[src/rtl/lsu_mem_stage.sv]
// lsu_mem_stage: rv32i MEM stage, req/gnt/rvalid data-memory access with load formatting and writeback register.
// Optional LSU_MISALIGN_TRAP_EN: misaligned half/word accesses trap instead of being aligned down.
module lsu_mem_stage (
    input  logic        clk,
    input  logic        rst,
    input  logic        ex_valid,
    input  logic        ex_load,
    input  logic        ex_store,
    input  logic [2:0]  ex_funct3,
    input  logic [31:0] ex_addr,
    input  logic [31:0] ex_wdata,
    input  logic [4:0]  ex_rd,
    input  logic        ex_regwrite,
    output logic        lsu_stall,
    output logic        dmem_req,
    output logic        dmem_we,
    output logic [3:0]  dmem_be,
    output logic [31:0] dmem_addr,
    output logic [31:0] dmem_wdata,
    input  logic        dmem_gnt,
    input  logic        dmem_rvalid,
    input  logic [31:0] dmem_rdata,
    output logic        wb_valid,
    output logic        wb_regwrite,
    output logic [4:0]  wb_rd,
    output logic [31:0] wb_data,
    output logic        misalign_err
);
    typedef enum logic [1:0] {IDLE, REQ, WAIT, DONE} state_t;
    state_t      state_q, state_d;
    logic [31:0] addr_q, addr_d, wdata_q, wdata_d, wb_data_q, wb_data_d;
    logic [3:0]  be_q, be_d;
    logic [2:0]  f3_q, f3_d;
    logic [1:0]  off_q, off_d;
    logic [4:0]  rd_q, rd_d;
    logic        we_q, we_d, rw_q, rw_d, mis_q, mis_d;
    logic        is_b, is_h, mem, trap, accept, sgn;
    logic [1:0]  off;
    logic [7:0]  ld_b;
    logic [15:0] ld_h;
    logic [31:0] ld_val;

    assign is_b   = ex_funct3[1:0] == 2'b00;
    assign is_h   = ex_funct3[1:0] == 2'b01;
    assign mem    = ex_load || ex_store;
    assign accept = ex_valid && (state_q == IDLE || state_q == DONE);
    // Lane offset already aligned down to the access size
    assign off    = is_b ? ex_addr[1:0] : is_h ? {ex_addr[1], 1'b0} : 2'b00;
`ifdef LSU_MISALIGN_TRAP_EN
    assign trap   = mem && (is_h ? ex_addr[0] : !is_b && ex_addr[1:0] != 2'b00);
`else
    assign trap   = 1'b0;
`endif

    assign sgn    = !f3_q[2];
    assign ld_b   = dmem_rdata[{off_q, 3'b000} +: 8];
    assign ld_h   = off_q[1] ? dmem_rdata[31:16] : dmem_rdata[15:0];
    assign ld_val = f3_q[1:0] == 2'b00 ? {{24{sgn && ld_b[7]}}, ld_b}
                  : f3_q[1:0] == 2'b01 ? {{16{sgn && ld_h[15]}}, ld_h} : dmem_rdata;

    always_comb begin
        state_d   = state_q;
        addr_d    = addr_q;
        wdata_d   = wdata_q;
        wb_data_d = wb_data_q;
        be_d      = be_q;
        f3_d      = f3_q;
        off_d     = off_q;
        rd_d      = rd_q;
        we_d      = we_q;
        rw_d      = rw_q;
        mis_d     = mis_q;
        if (state_q == DONE) state_d = IDLE;
        if (accept) begin
            addr_d    = {ex_addr[31:2], 2'b00};
            be_d      = is_b ? 4'b0001 << ex_addr[1:0] : is_h ? (off[1] ? 4'b1100 : 4'b0011) : 4'b1111;
            wdata_d   = is_b ? {4{ex_wdata[7:0]}} : is_h ? {2{ex_wdata[15:0]}} : ex_wdata;
            we_d      = ex_store && !ex_load;
            f3_d      = ex_funct3;
            off_d     = off;
            rd_d      = ex_rd;
            rw_d      = ex_regwrite && !(ex_store && !ex_load) && !trap;
            mis_d     = trap;
            wb_data_d = ex_addr;
            state_d   = (!mem || trap) ? DONE : REQ;
        end
        if (state_q == REQ && dmem_gnt) state_d = we_q ? DONE : WAIT;
        if (state_q == WAIT && dmem_rvalid) begin
            wb_data_d = ld_val;
            state_d   = DONE;
        end
    end

    always_ff @(posedge clk) begin
        if (rst) begin
            state_q   <= IDLE;
            addr_q    <= '0;
            wdata_q   <= '0;
            wb_data_q <= '0;
            be_q      <= '0;
            f3_q      <= '0;
            off_q     <= '0;
            rd_q      <= '0;
            we_q      <= 1'b0;
            rw_q      <= 1'b0;
            mis_q     <= 1'b0;
        end else begin
            state_q   <= state_d;
            addr_q    <= addr_d;
            wdata_q   <= wdata_d;
            wb_data_q <= wb_data_d;
            be_q      <= be_d;
            f3_q      <= f3_d;
            off_q     <= off_d;
            rd_q      <= rd_d;
            we_q      <= we_d;
            rw_q      <= rw_d;
            mis_q     <= mis_d;
        end
    end

    assign lsu_stall    = state_q == REQ || state_q == WAIT;
    assign dmem_req     = state_q == REQ;
    assign dmem_we      = dmem_req && we_q;
    assign dmem_be      = be_q;
    assign dmem_addr    = addr_q;
    assign dmem_wdata   = wdata_q;
    assign wb_valid     = state_q == DONE;
    assign wb_regwrite  = wb_valid && rw_q;
    assign wb_rd        = rd_q;
    assign wb_data      = wb_data_q;
    assign misalign_err = wb_valid && mis_q;
endmodule

[config.mk]
export PLATFORM = sky130hd
export DESIGN_NAME = lsu_mem_stage
export DESIGN_NICKNAME = d
export VERILOG_FILES = /design/src/rtl/lsu_mem_stage.sv
export SDC_FILE = /design/constraint.sdc
export NUM_CORES = 1
export LEC_CHECK = 0
export ABC_AREA = 1
export BUFFER_PORTS_ARGS = -buffer_cell sky130_fd_sc_hd__buf_4
export CORE_MARGIN = 1.5
export CORE_UTILIZATION = 49
export CTS_CLUSTER_DIAMETER = 80
export CTS_CLUSTER_SIZE = 30
export DETAILED_ROUTE_END_ITERATION = 10
export PLACE_DENSITY = 0.92
export SETUP_SLACK_MARGIN = 0.4
export SLEW_MARGIN = 5
export SYNTH_ARGS = -nofsm -noshare
export SYNTH_HDL_FRONTEND = slang
export SYNTH_SLANG_ARGS = --single-unit
[constraint.sdc]
create_clock -name clk -period 1.8 [get_ports clk]
set_clock_uncertainty 0.15 [all_clocks]
set_input_delay 0.09 -clock clk [delete_from_list [all_inputs] [get_ports clk]]
set_output_delay 0.09 -clock clk [all_outputs]
set_load 0.05 [all_outputs]
==> impl_metrics.ini <==
[detailed_routing]
vias = 7329
post_drt_wl_per_cell_um = 19.89
initialDrtViolationCount = 828
drc = 0
firstDrtPassIters = 6
vias_per_cell = 5.817
ant_nets = 0
wl_um = 25060

[worst_setup_path]
cp-start-kind = register
critical_path_class = reg -> reg
cp-end-kind = register
slowest_stage = dfxtp_4
cp_cell_sequence = inv_2 > ha_4 > nand2_8 > inv_16 > buf_12 > buf_16 > o211ai_1 > inv_1
cp_max_fo = 7
cp_data_required_time_ns = 1.94
cpPeakStageDelay_ns = 0.37
arrival_ns = 1.88

[synthesis]
synth_area_leaders = dfxtp_1 (41%), nand2_1 (19%), a21oi_1 (8.6%), inv_1 (5.7%), o21ai_0 (4.3%)
synth.top_cell.area_share_pct = 41.21
yosysTopAreaCell = dfxtp_1
synthArstFlopShare_pct = 0
yosysMostFrequentCell = nand2_1
synth_ff_type = dfxtp_1
ys_warn_count = 0
syn_inst = 809
syn_avg_cell_area_um2 = 6.725
yosysSeqAreaShare_pct = 41.21
syn-cell-area_um2 = 5440
ys_seq_elements = 112
synth_common_cells = nand2_1 (270), dfxtp_1 (112), a21oi_1 (94)
synth-edff-count = 0
synth.distinct_cells = 32

[grt]
grt_overflow = 0
grt_max_degree = 73
grt_antenna_before_repair = 0
grt_usage_pct = 39.12
grt_pass1_wl_um = 35200
grt_pass1_vias = 6933

[clock_tree]
cts_tree = yes
clockBufferDepth = 2
clk_latency_ns = 0.39
cts_made_buffers = 9
clk_pin_slew_ns = 0.14
h-tree-depth = 3
clock-sinks = 112
clock_tree.root_cell = clkbuf_8

[cells_and_area]
diodes = 0
area_delta_synth_final_pct = 68.68
instances_no_fill = 1260
final_nets = 1230
drive_above_1_share_pct = 37.05

[placed_design]
dp_hpwl_um = 13170
dpl.cell_count = 1131
place_congestion = 0.8861
numPortBuffers = 219

[sta]
rsz0062_at_grt = true
relSlewSlack_pct = 65.82
setup_violations = 0
period_share_pct = 96.57
final_max_slew_viol_count = 0
fmax_mhz = 575.3
min_period_ns = 1.738
final.setup.tns_ns = 0
hold_viol = 0
worst_pin_slew_ns = 0.5121

[pwr]
p_leak_nw = 4.416
cellPowerDensity_nw_per_um2 = 1198
ir_drop_v = 0.0008675

[run]
cap_violations = 0

[floorplanning]
die_h_um = 108.4
die_w_um = 108.4
io_pins = 223
rows = 38
start_util_pct = 50.18
core_area_um2 = 10840
die_area_um2 = 11740

[hold_path]
worstHoldPathType = in -> reg

[outcome]
status = complete, no violations
==> critical path, delay by kind of cell, from the launching register on <==
kind,cells,cell delay [ns]
AO/OA/AOI/OAI,1,0.29
flip-flops,1,0.37
buffers and inverters,5,0.44
adder cells (fa/ha/maj),1,0.26
AND/OR/NAND/NOR,1,0.12
==> per-layer routing <==
layer,routed length [um],up-vias,GRT usage (%)
met3,2827,186,8.559
met5,0,-,0
met4,1999,0,25.75
li1,-,3216,-
met2,11820,677,66.73
met1,8408,3250,43.84
==> placed cells by master, fill, tap and decap left out, types with 11 or more instances in the layout <==
cell type and count:
buf_4 243, nand2_1 233, dfxtp_1 107, a21oi_1 81, dlygate4sd3_1 76, inv_1 75
nand3_1 39, nor2_1 35, nand2_2 33, o21ai_0 24, a21oi_2 12, o211ai_1 12
o21ai_1 12, nor2_2 11
==> report_power, final <==
part	total (W)	switching [W]	leakage [nW]	internal, W
clock network	0.00158	0.00102	0.102	0.000550
registers	0.00331	0.000362	0.927	0.00295
logic	0.00611	0.00391	3.39	0.00220
==> stage by stage <==
| step | setup WS (ns) | util [%] | instance area [um2] | total power (W) | hold WS [ns] |
|---|---|---|---|---|---|
| after floorplan | 0.1709 | - | 5833 | 0.006803 | 0.08265 |
| after global placement | 0.09895 | 68.36 | 7411 | 0.007942 | 0.1964 |
| after detailed placement | 0.03984 | 68.36 | 7411 | 0.008043 | 0.2126 |
| after CTS | 0.1605 | 82.09 | 8899 | 0.01033 | 0.003047 |
| after global routing | 0.01485 | 84.65 | 9176 | 0.01138 | 0.03601 |
| final | 0.06179 | 84.65 | 9176 | 0.01099 | 0.01484 |
==> area by class of cell <==
class | count | area (um2)
Tap cell | 140 | 175.2
Clock inverter | 7 | 72.57
Timing Repair inverter | 2 | 25.02
Timing Repair Buffer | 344 | 3058
Fill cell | 608 | 1664
Inverter | 84 | 342.8
Multi-Input combinational cell | 562 | 3120
Clock buffer | 9 | 123.9
Sequential cell | 112 | 2258
==> timing repair <==
| item | 4_1_cts | 5_1_grt |
|---|---|---|
| resized for setup | 65 | 39 |
| buffers inserted | 13 | 13 |
| hold endpoints to repair | 107 | 0 |
| hold buffers | 76 | 0 |
| pin swaps | 10 | 5 |
| gates cloned | 9 | 2 |
| endpoints found under the setup margin | 117 | 117 |
==> sequential cells by signal (all words and copies together), names as in the netlist <==
signal      cells
state_q         2
dmem_addr      30
wb_data        32
dmem_wdata     32
we_q            1
rw_q            1
off_q           2
dmem_be         4
wb_rd           5
f3_q            3
==> final timing paths <==
| check | endpoint | cells after the start | from | slack (ns) |
|---|---|---|---|---|
| min reg2reg | wb_data[8] | 2 | wb_data[8] | 0.32 |
| max | dmem_wdata[18] | 8 | state_q[0] | 0.06 |
| min | wb_data[3] | 7 | dmem_rdata[3] | 0.01 |
| max reg2reg | dmem_wdata[18] | 8 | state_q[0] | 0.06 |
==> cell families (layout without fill, tap and decap cells) <==
group / Yosys count / in the layout / synth area share [%]
simple gates: 376 / 381 / 28.17
flops: 112 / 112 / 41.21
buf+inv: 142 / 446 / 11.43
mux: 1 / 1 / 0.1840
other cells: 1 / 3 / 0.06893
compound gates: 174 / 174 / 18.24
fa+ha+maj: 3 / 3 / 0.6900
Power figures use the tool's default switching activity.
